## src/rtl/hazard_controller.sv

```systemverilog
// hazard_controller: stall/flush sequencer for load-use, branch squash and data-memory waits with sticky hang detect.
module hazard_controller #(
    parameter int WAIT_LIMIT = 15
) (
    input  logic        CLOCK,
    input  logic        RESET,
    input  logic [4:0]  ID_RS,
    input  logic [4:0]  ID_RT,
    input  logic        ID_UsesRT,
    input  logic        EXE_MemRead,
    input  logic [4:0]  EXE_WriteRegister,
    input  logic        BranchTaken,
    input  logic        MemBusy,
    output logic        PC_Hold,
    output logic        STALL_IFID,
    output logic        FLUSH_IFID,
    output logic        STALL_IDEXE,
    output logic        FLUSH_IDEXE,
    output logic        STALL_EXEMEM,
    output logic        FLUSH_MEMWB,
    output logic        Hung,
    output logic [15:0] StallCycles
);
    localparam int CW = $clog2(WAIT_LIMIT + 1);
    localparam logic [CW-1:0] LIMIT = CW'(WAIT_LIMIT);
    typedef enum logic [1:0] {RUN, MEM_WAIT, HUNG} state_t;
    state_t state, stateNext;
    logic [CW-1:0] waitCnt, waitCntNext;
    logic memStall, loadUse, active;
    always_ff @(posedge CLOCK or posedge RESET) begin
        if (RESET) begin
            state       <= RUN;
            waitCnt     <= '0;
            Hung        <= 1'b0;
            StallCycles <= 16'd0;
        end else begin
            state       <= stateNext;
            waitCnt     <= waitCntNext;
            Hung        <= Hung | (stateNext == HUNG);
            StallCycles <= (PC_Hold && StallCycles != 16'hFFFF) ? StallCycles + 16'd1 : StallCycles;
        end
    end
    always_comb begin
        stateNext   = state;
        waitCntNext = waitCnt;
        if (state == RUN && MemBusy) begin
            stateNext   = MEM_WAIT;
            waitCntNext = CW'(1);
        end else if (state == MEM_WAIT) begin
            if (!MemBusy) begin
                stateNext   = RUN;
                waitCntNext = '0;
            end else if (waitCnt == LIMIT) begin
                stateNext = HUNG;
            end else begin
                waitCntNext = waitCnt + CW'(1);
            end
        end
    end
    // Register 0 is hardwired, so a load targeting it can never feed ID.
    assign loadUse = EXE_MemRead && EXE_WriteRegister != 5'd0 &&
                     (EXE_WriteRegister == ID_RS || (ID_UsesRT && EXE_WriteRegister == ID_RT));
    assign memStall = MemBusy || state == HUNG;
    assign active = !RESET;
    assign PC_Hold      = active && (memStall || loadUse);
    assign STALL_IFID   = active && (memStall || loadUse);
    assign STALL_IDEXE  = active && memStall;
    assign STALL_EXEMEM = active && memStall;
    assign FLUSH_MEMWB  = active && memStall;
    assign FLUSH_IDEXE  = active && !memStall && loadUse;
    assign FLUSH_IFID   = active && !memStall && !loadUse && BranchTaken;
endmodule

```

## config.mk

```make
export PLATFORM = sky130hd
export DESIGN_NAME = hazard_controller
export DESIGN_NICKNAME = d
export VERILOG_FILES = /design/src/rtl/hazard_controller.sv
export SDC_FILE = /design/constraint.sdc
export NUM_CORES = 1
export LEC_CHECK = 0
export ABC_AREA = 0
export CAP_MARGIN = 5
export CORE_MARGIN = 4
export CORE_UTILIZATION = 35
export CTS_BUF_LIST = sky130_fd_sc_hd__clkbuf_16
export DETAILED_ROUTE_END_ITERATION = 16
export GPL_ROUTABILITY_DRIVEN = 0
export HOLD_SLACK_MARGIN = 0.05
export SETUP_SLACK_MARGIN = 0.2
export SYNTH_ARGS = -nofsm -noshare
export SYNTH_HDL_FRONTEND = slang
export SYNTH_SLANG_ARGS = --single-unit
export TNS_END_PERCENT = 10
```

## constraint.sdc

```tcl
create_clock -name CLOCK -period 2.2 [get_ports CLOCK]
set_clock_uncertainty 0.1 [all_clocks]
set_input_delay 0.22 -clock CLOCK [delete_from_list [all_inputs] [get_ports CLOCK]]
set_output_delay 0.22 -clock CLOCK [all_outputs]
set_load 0.05 [all_outputs]
```

; Yosys cells after proc, flatten, opt, wreduce, memory -nomap -nowiden
; Index checks and enable logic that the tools add are counted.
[word_totals]
word_cells = 44
out_inout_bits = 24
latch_bits = 0
input_bits = 21
rom_bits = 0
n_memories = 0
mem_bits_rw = 0
regBits = 23
[classes]
div = 0
magnitude_cmp = 0
n_mul = 0
bitwise_logic = 1
eq_ne = 8
shifts = 0
n_addsub = 2
muxes = 8
reduce_logical = 21
[op_table]
columns = cell, count
row1 = "16-bit by 1-bit adder with 16-bit output, second input constant", 1
row2 = 4-bit 2-to-1 mux, 4
row3 = "16-bit inequality test, second input constant", 1
row4 = 1-bit logical AND, 11
row5 = 5-bit equality test, 2
row6 = 2-bit 2-to-1 mux, 4
row7 = 5-bit nonzero test, 1
row8 = "4-bit by 1-bit adder with 4-bit output, second input constant", 1
row9 = "2-bit equality test, second input constant", 2
row10 = "4-bit equality test, second input constant", 1
row11 = 1-bit zero test, 3
row12 = 1-bit logical OR, 3
row13 = "3-bit inequality test, second input constant", 1
row14 = "2-bit by 1-bit equality test with 1-bit output, second input constant", 1
row15 = 2-bit zero test, 1
row16 = 2-bit AND reduction, 1
row17 = 2-bit nonzero test, 1
row18 = 1-bit bitwise OR, 1

; Logic depth before layout (Yosys ltp)
[depth]
word_depth = 7
mapped_depth = 8

; Worst setup path after synthesis
; No wires, ideal clock.
[synth_path]
path_type = input to output
startpoint = in EXE_WriteRegister[4]
endpoint = out FLUSH_IDEXE
arrival_time_ps = 2238
path_slack_ps = -358
stages = 5
path_buffers = 0
required_ps = 1880
path_cell_list = xnor2_1 -> nand3_1 -> o22ai_1 -> nand2b_1 -> nor4_1
[synth_between]
elab_chain_len = 5
[synth_lines]
columns = item, line_no
row1 = "start, declared", 11  ; input logic [4:0] EXE_WriteRegister,
row2 = 5-bit equality test, 62  ; (EXE_WriteRegister == ID_RS || (ID_UsesRT && EXE_WriteRegister == ID_RT));
row3 = 1-bit logical AND, 62
row4 = 1-bit logical OR, 62
row5 = 1-bit logical AND (*), 61  ; assign loadUse = EXE_MemRead && EXE_WriteRegister != 5'd0 &&
row6 = 1-bit logical AND (*), 70  ; assign FLUSH_IDEXE = active && !memStall && loadUse;
row7 = "end, declared", 18  ; output logic FLUSH_IDEXE,
; Every way passes the cells marked *; elsewhere a longest branch is shown, timed or not.

; Worst setup path after layout
[layout_path]
startpoint = in ID_RS[2]
endpoint = out PC_Hold
[layout_between]
elab_chain_len = 5
[layout_lines]
columns = item, line_no
row1 = "start, declared", 7  ; input logic [4:0] ID_RS,
row2 = 5-bit equality test, 62
row3 = 1-bit logical OR, 62
row4 = 1-bit logical AND, 61
row5 = 1-bit logical OR, 65  ; assign PC_Hold = active && (memStall || loadUse);
row6 = 1-bit logical AND, 65
row7 = "end, declared", 14  ; output logic PC_Hold,
; No other way between the ends.

==> impl_metrics.env <==
export IMPL_fmax_ghz=0.5040
export IMPL_cp_required_ps=1880
export IMPL_drtPass1Iterations=4
export IMPL_r2r_start="StallCycles[1]"
export IMPL_arrival_ps=1660
export IMPL_crit_type="input port to output port"
export IMPL_finalNetCount=230
export IMPL_layout_common_cells="clkdlybuf4s50_1 (32), xnor2_1 (21), dfrtp_1 (19)"
export IMPL_slowest_stage="clkdlybuf4s50_1"
export IMPL_die_h_um=70.22
export IMPL_cts_sinks=23
export IMPL_setup_viol_count_final=0
export IMPL_die_width_um=70.22
export IMPL_p_switching_mw=0.5941
export IMPL_diodes=0
export IMPL_met3_wirelength_um=147
export IMPL_cts_tree="yes"
export IMPL_dieArea_mm2=0.004931
export IMPL_cp_end_kind="output port"
export IMPL_ys_ff_latch=23
export IMPL_path_clk_slew_ps=60
export IMPL_power_share_clock_pct=25.5
export IMPL_run_status="finished, final reports clean"
export IMPL_max_slew_margin_rel_pct=66.20
export IMPL_ios=45
export IMPL_insertion_delay_ps=260
export IMPL_final_common_cell="clkdlybuf4s50_1"
export IMPL_core_region_area_mm2=0.003689
export IMPL_grt_overflow_total=0
export IMPL_drt_iter0_drc=63
export IMPL_core_rowCount=22
export IMPL_netlist_instances=148
export IMPL_grt_pass1_wl_um=6127
export IMPL_path_cells="clkdlybuf4s50_1 > xnor2_1 > nand3_1 > o22ai_4 > a21o_1 > buf_12 > buf_12"
export IMPL_synthesis_nets=171
export IMPL_finalCriticalPeriod_ps=1984
export IMPL_critPathBufInv=3
export IMPL_p_int_mw=1.001
export IMPL_grt_pass1_vias=1362
export IMPL_critPathMaxFanout=3
export IMPL_grt_max_degree=25
export IMPL_period_share_pct=90.18
export IMPL_leakagePower_nw=0.9181
export IMPL_slowest_delay_ps=480
export IMPL_cts_root_buffer="clkbuf_16"
export IMPL_port_buffers=44
export IMPL_grt_usage_pct=15.18
export IMPL_layout_drive_gt1_share_pct=24.27
export IMPL_powerDensity_mw_per_mm2=725.1
export IMPL_slew_viol_final=0
export IMPL_drt_wl_total_um=3651
export IMPL_htreeDepth=1
export IMPL_crit_family="buffers and inverters"
export IMPL_yosysSeqAreaShare_pct=42.47
export IMPL_drtAntennaViolNets=0
export IMPL_fin_cells=254
export IMPL_nFillCells=314
export IMPL_worstHoldPathType="flip-flop to flip-flop"
export IMPL_clockBufferDepth=2
export IMPL_cts_buffers=3
export IMPL_worst_pin_slew_ps=505.4
export IMPL_rsz0062_at_grt="yes"
export IMPL_drt_met1_wl_um=1655
export IMPL_antenna_found_initial=0
export IMPL_crit_start="ID_RS[2]"
export IMPL_ys_warn_count=0
export IMPL_timing_max_cap_violations=0
export IMPL_comb_power_share_pct=38.1
export IMPL_cpMostUsedCell="buf_12"
export IMPL_route_detailed_drc=0
export IMPL_areaGrowthSynthToFinish_pct=62.33
export IMPL_highest_signal_layer="met4"
export IMPL_place_inst=242
export IMPL_postSynthAreaPerCell_um2=9.156
export IMPL_hold_viol_final=0
export IMPL_ys_types=33
export IMPL_start_kind="input port"
export IMPL_hp_start="Hung"
export IMPL_wl_met2_um=1785
export IMPL_vias=1299
export IMPL_start_util_pct=36.74
export IMPL_irDropWorstVdd_mv=0.7666
export IMPL_fin_util_pct=59.63
export IMPL_swShare_pct=37.25
export IMPL_vias_per_cell=5.114
export IMPL_syn_area_mm2=0.001355
export IMPL_seqPwrFrac_pct=36.4
export IMPL_dp_hpwl_um=2681
export IMPL_wire_per_inst_um=14.37
## power by group through the flow
| stage | Combinational, mW | Clock, mW | Sequential (mW) |
|---|---|---|---|
| 6_report | 0.608 | 0.406 | 0.580 |
| 3_5_place_dp | 0.572 | 0 | 0.587 |
| 4_1_cts | 0.595 | 0.410 | 0.581 |
| 3_3_place_gp | 0.571 | 0 | 0.583 |
| 5_1_grt | 0.649 | 0.430 | 0.592 |
| 2_1_floorplan | 0.171 | 0 | 0.752 |
## repair_timing
item | 4_1_cts | 5_1_grt
gates resized for setup | 22 | 3
hold buffers | 0 | 0
setup endpoints to repair | 13 | 12
pin swaps | 5 | 3
buffers inserted | 4 | 4
## registers in the layout, summed over array words and instances (netlist names)
signal / count
state: 2
StallCycles: 16
Hung: 1
waitCnt: 4
## metal layers
metal | up-vias | track usage, %
met5 | - | 0
met3 | 8 | 3.597
met1 | 622 | 18.97
met2 | 37 | 24.74
met4 | 0 | 6.596
li1 | 632 | -
## cells in the mapped netlist
cell type	count	share of area [%]
nand4_1	7	3.2
or3_1	1	0.46
buf_6	1	0.83
nand3_1	11	4.1
and2b_1	1	0.55
a31o_2	1	0.65
nor4_1	4	1.8
nor3_1	2	0.74
o21ai_0	6	2.2
o21bai_1	1	0.55
inv_1	4	1.1
nor3b_1	2	1.1
xnor2_1	21	14
ha_1	2	1.8
xor2_1	3	1.9
or2_2	1	0.46
buf_2	1	0.37
nand2b_1	3	1.4
and3_1	8	3.7
nor2_1	11	3.0
o41ai_1	1	0.65
a21o_1	1	0.55
mux2_1	1	0.83
and4_1	2	1.3
o21ai_2	1	0.65
buf_4	3	1.7
a21oi_2	1	0.65
or4_1	1	0.55
dfrtp_1	23	42
clkbuf_1	3	0.83
nand2_1	14	3.9
o22ai_1	1	0.46
a21oi_1	5	1.8
## worst paths after layout
path                                  end  slack, ps  depth (start not counted)
max                               PC_Hold        220                          7
min                                  Hung        370                          1
max reg2reg                StallCycles[1]        270                          6
min reg2reg                          Hung        370                          1
max in group asynchronous  StallCycles[0]       1350                          3
min in group asynchronous        state[0]        440                          3
## stage by stage
stage,hold slack (ps),TNS [ps],cell area (um^2),total power [mW],setup WS [ps]
after floorplan,135.6,0,1388,0.9224,71.34
after global placement,351.7,-864.8,1996,1.154,-93.64
after detailed placement,355.9,-1715,1996,1.159,-150.1
after CTS,374.6,0,2157,1.586,200.7
after global routing,383.5,0,2200,1.671,134.6
final,366.5,0,2200,1.595,216.0
## cell type report
| cell class | count | area [um^2] | share of cell area [%] |
|---|---|---|---|
| clock buffers | 3 | 75.07 | 3.413 |
| multi-input cells | 113 | 809.5 | 36.80 |
| clock inverters | 1 | 5.005 | 0.2275 |
| flip-flops and latches | 23 | 580.6 | 26.39 |
| inverters | 4 | 15.01 | 0.6826 |
| well taps | 48 | 60.06 | 2.730 |
| repair buffers | 62 | 654.4 | 29.75 |
## cell families (layout without fill, tap and decap cells)
family | Yosys count | after routing | share of synthesized area [%]
compound gates | 18 | 18 | 8.219
xor+xnor | 24 | 24 | 15.51
fa+ha+maj | 2 | 2 | 1.846
buf+inv | 12 | 70 | 4.801
flops | 23 | 23 | 42.47
mux | 1 | 1 | 0.8310
simple gates | 68 | 68 | 26.32
(Power assumes the default switching activity.)
==> variant 1, RTL diff (same settings) <==
Reset style: synchronous (`RESET`), changed in one clocked block.
--- a/src/rtl/hazard_controller.sv
+++ b/src/rtl/hazard_controller.sv
@@ -29,3 +29,3 @@
     logic memStall, loadUse, active;
-    always_ff @(posedge CLOCK or posedge RESET) begin
+    always_ff @(posedge CLOCK) begin
         if (RESET) begin
Behaviour: differs if RESET is asserted again (counterexample within 4 cycles, from zero or initial values and one cycle with RESET high); with RESET held inactive, the same outputs for 10 cycles.
==> variant 1 against the original RTL <==
Count of clock-buffer cells in the layout unchanged. Sequential cell count unchanged. Setup slack better by 0.021 ns. Synthesized area up 3.1%. Non-clock buffer count down 8. Cell area up 1.1%. Sequential share of layout area down 5.5 points. Critical path type unchanged. Global-route usage down 1.5 points. Routed wire length up 1.2%.
Power is not compared: it rests on default switching activity, and its combinational part moved more than twofold at a synthesized area within 25%.
==> variant 1: results (changes against the original RTL) <==
outcome: "complete, no violations"  # unchanged
cts_resized: 13  # was 22
tightest_slew_ns: 0.503  # was 0.505 ns
wl_per_cell_um: 13.9  # was 14.4 µm
nFillCells: 333  # was 314
drt-met1-wl_mm: 1.56  # was 1.66 mm
grt_use_met1_pct: 16.4  # was 19.0%
vias: 1408  # was 1,299
dp_hpwl_mm: 2.75  # was 2.68 mm
rrSetupSlack_ns: 0.25  # was 0.27 ns
synthMuxAreaShare_pct: 3.31  # was 0.831%
layout.non_clock_buffers: 54  # was 62
route.met3.wl_um: 137  # was 147 µm
synth-adder-area-share_pct: 1.79  # was 1.85%
area_share_clock_buf_inv_pct: 3.55  # was 3.64%
synthFlopType: "dfxtp_1"  # was dfrtp_1
reg2regPathDepth: 8  # was 6
grt_use_met2_pct: 25.4  # was 24.7%
io_buffers: 44  # unchanged
crit_arrival_ns: 1.64  # was 1.66 ns
multi_input_area_share_pct: 46.4  # was 36.8%
min_to: "StallCycles[10]"  # was Hung
inv_count: 2  # was 4
layout-drive-gt1-share_pct: 28.4  # was 24.3%
use_met3_pct: 2.98  # was 3.60%
grt_max_degree: 21  # was 25
postCtsSetupBuffers: 1  # was 4
yosys-top-cells-count: "dfxtp_1 (23), nor2_1 (17), a21oi_1 (15), nand2_1 (15), xnor2_1 (11)"  # was dfrtp_1 (23), xnor2_1 (21), nand2_1 (14)
buf_share_pct: 26.1  # was 29.7%
ys_seq_area_share_pct: 32.9  # was 42.5%
synth_async_sr_flop_share_pct: 0  # was 100%
multi_input_cells: 135  # was 113
hold_depth: 2  # was 1
synth_xor_area_share_pct: 8.77  # was 15.5%
syn_nets: 192  # was 171
reg2reg_to: "StallCycles[10]"  # was StallCycles[1]
grt_pass1_vias: 1321  # was 1,362
worst_hold_slack_ns: 0.418  # was 0.367 ns
fin_nets: 242  # was 230
grt.total_usage_pct: 13.6  # was 15.2%
synth-compound-area-share_pct: 18.6  # was 8.22%
wl_met2_mm: 1.98  # was 1.79 mm
hold_start: "StallCycles[10]"  # was Hung
synth_cell_type_count: 40  # was 33
grt_pass1_wl_mm: 5.83  # was 6.13 mm
seq_area_share_pct: 20.9  # was 26.4%
drtIter0Drc: 69  # was 63
synth_area_leaders: "dfxtp_1 (33%), xnor2_1 (6.9%), a21oi_1 (5.4%), nor2_1 (4.6%), nand2_1 (4.0%)"  # was dfrtp_1 (42%), xnor2_1 (14%), nand3_1 (4.1%), nand2_1 (3.9%), and3_1 (3.7%)
reg2reg_from: "StallCycles[0]"  # was StallCycles[1]
[variant 1: cell types whose count changed after synthesis, sizes merged, moves of 3 or more]
| cell | delta |
|---|---|
| nor4 | -4 |
| and3 | -3 |
| dfrtp | -23 |
| xnor2 | -10 |
| nor2b | +3 |
| or3 | +5 |
| nor2 | +6 |
| a21oi | +11 |
| nor3 | +3 |
| o31ai | +6 |
| dfxtp | +23 |
| or4 | +6 |
[variant 1: per-stage QoR]
stage	worst slack, ns	power (W)	instance area (µm²)	std cells	util (%)
floorplan	0.100	0.000616	1410	169	-
global placement	-0.141	0.000711	1950	259	51.6
detailed placement	-0.189	0.000716	1950	259	51.6
CTS	0.120	0.00111	2060	264	54.6
global route	0.168	0.00118	2220	266	59.0
finish	0.237	0.00113	2220	266	59.0
[variant 1: power groups by stage]
stage               combinational [W]  sequential [W]  clock [W]
finish                       0.000289        0.000451   0.000394
global route                 0.000308        0.000454   0.000417
CTS                          0.000265        0.000449   0.000400
detailed placement           0.000258        0.000458          0
global placement             0.000254        0.000457          0
floorplan                    0.000136        0.000480          0
[variant 1: worst max-delay path by stage]
| stage | to | from | slack (ns) | depth (start not counted) |
|---|---|---|---|---|
| final | FLUSH_IFID | EXE_WriteRegister[4] | 0.24 | 6 |
| after global routing | StallCycles[0] | StallCycles[7] | 0.17 | 7 |
| after floorplan | StallCycles[1] | StallCycles[7] | 0.10 | 7 |
| after detailed placement | StallCycles[10] | EXE_WriteRegister[0] | -0.19 | 8 |
| after global placement | STALL_IFID | EXE_WriteRegister[1] | -0.14 | 6 |
| after CTS | StallCycles[9] | ID_RT[1] | 0.12 | 8 |
[variant 1: worst max-delay path: stages]
cell and delay, ns:
dlygate4sd2_1 0.31, or4_4 0.44, o21a_4 0.26, nand2_4 0.08
and3_4 0.19, buf_12 0.13
==> variant 2, RTL diff (same settings) <==
Without the edit above. Set the parameter `WAIT_LIMIT` to 30 (it was 15).
--- a/src/rtl/hazard_controller.sv
+++ b/src/rtl/hazard_controller.sv
@@ -2,3 +2,3 @@
 module hazard_controller #(
-    parameter int WAIT_LIMIT = 15
+    parameter int WAIT_LIMIT = 30
 ) (
Function: same outputs for any inputs over 10 cycles, from zero or initial values and one cycle with RESET high; that may be too few to reach the edited logic, so the function may still have changed.
==> variant 2 against the original RTL <==
Synthesized area rose by 9.0%. Setup slack worse by 0.023 ns. Critical path depth up 1. Core utilization is 4.9 points lower. Routed wire length grew 0.44%. Total power increased by 7.8%. Final cell count shrank 2.8%. Cell area grew 0.23%. First-iteration DRC count fell by 49%. Largest power group unchanged. Sequential cell count grew 1. Via count down 3.8%. Global-route usage is 0.93 points lower.
==> variant 2: results (changes against the original RTL) <==
synth_cell_type_count: 39  # was 33
ys_seq_area_share_pct: 40.6  # was 42.5%
synth_area_leaders: "dfrtp_1 (41%), xnor2_1 (10%), xor2_1 (5.9%), nand4_1 (3.4%), and4_1 (3.0%)"  # was dfrtp_1 (42%), xnor2_1 (14%), nand3_1 (4.1%), nand2_1 (3.9%), and3_1 (3.7%)
postCtsSetupBuffers: 1  # was 4
startpoint: "ID_RS[1]"  # was ID_RS[2]
yosys-top-cells-count: "dfrtp_1 (24), xnor2_1 (17), nor2_1 (10), xor2_1 (10)"  # was dfrtp_1 (23), xnor2_1 (21), nand2_1 (14)
vias_per_cell: 5.06  # was 5.11
place_inst: 241  # was 242
grt_pass1_wl_mm: 5.98  # was 6.13 mm
pre_cts_ws_ns: -0.182  # was -0.150 ns
dpl_cell_area_um2: 2040  # was 2000 µm²
path_max_fanout: 2  # was 3
wl_met2_mm: 1.76  # was 1.79 mm
largestRegisters: "StallCycles (16), waitCnt (5), state (2)"  # was StallCycles (16), waitCnt (4), state (2)
dp_hpwl_mm: 2.74  # was 2.68 mm
fin_nets: 222  # was 230
tightest_slew_ns: 0.533  # was 0.505 ns
min_period_over_period_pct: 91.2  # was 90.2%
totalWireLength_mm: 3.67  # was 3.65 mm
reg2reg_from: "StallCycles[3]"  # was StallCycles[1]
reg2reg_to: "StallCycles[14]"  # was StallCycles[1]
cts_resized: 21  # was 22
die_x_um: 73.0  # was 70.2 µm
post_synth.cell_area_avg_um2: 10.1  # was 9.16 µm²
endpoint: "FLUSH_IDEXE"  # was PC_Hold
cp_top_family: "buffers and inverters"  # unchanged
drtIter0Drc: 32  # was 63
outcome: "complete, no violations"  # unchanged
peakVddDrop_mv: 0.660  # was 0.767 mV
syn_nets: 170  # was 171
route.met3.wl_um: 250  # was 147 µm
worst_hold_slack_ns: 0.372  # was 0.367 ns
leakagePower_nw: 0.924  # was 0.918 nW
variant 2: layout make-up:
cell class	count	area [µm²]
tap	50	62.6
sequential	24	602
fill	377	1820
inverter	5	18.8
timing repair buffer	57	596
clock inverter	1	3.75
multi-input combinational	107	847
clock buffer	3	75.1
variant 2: where the power goes:
| group | switching [W] | internal [W] | leakage (nW) |
|---|---|---|---|
| sequential | 0.0000947 | 0.000518 | 0.311 |
| clock | 0.000151 | 0.000243 | 0.0385 |
| combinational | 0.000430 | 0.000283 | 0.574 |
| total | 0.000676 | 0.00104 | 0.924 |
variant 2: per-layer routing:
metal	GRT usage [%]	up-vias
met2	23.7	43
met1	18.5	586
met5	0	-
met4	4.92	0
met3	2.62	2
li1	-	619
variant 2: kinds of logic after synthesis:
group / count (synthesis) / share of synthesized area [%]
adders and majority gates: 3 / 2.54
DFF: 24 / 40.6
muxes: 3 / 2.54
AOI/OAI and AO/OA: 10 / 5.25
buffers and inverters: 15 / 6.10
xor gates and xnor gates: 27 / 16.0
and+or+nand+nor: 64 / 26.9
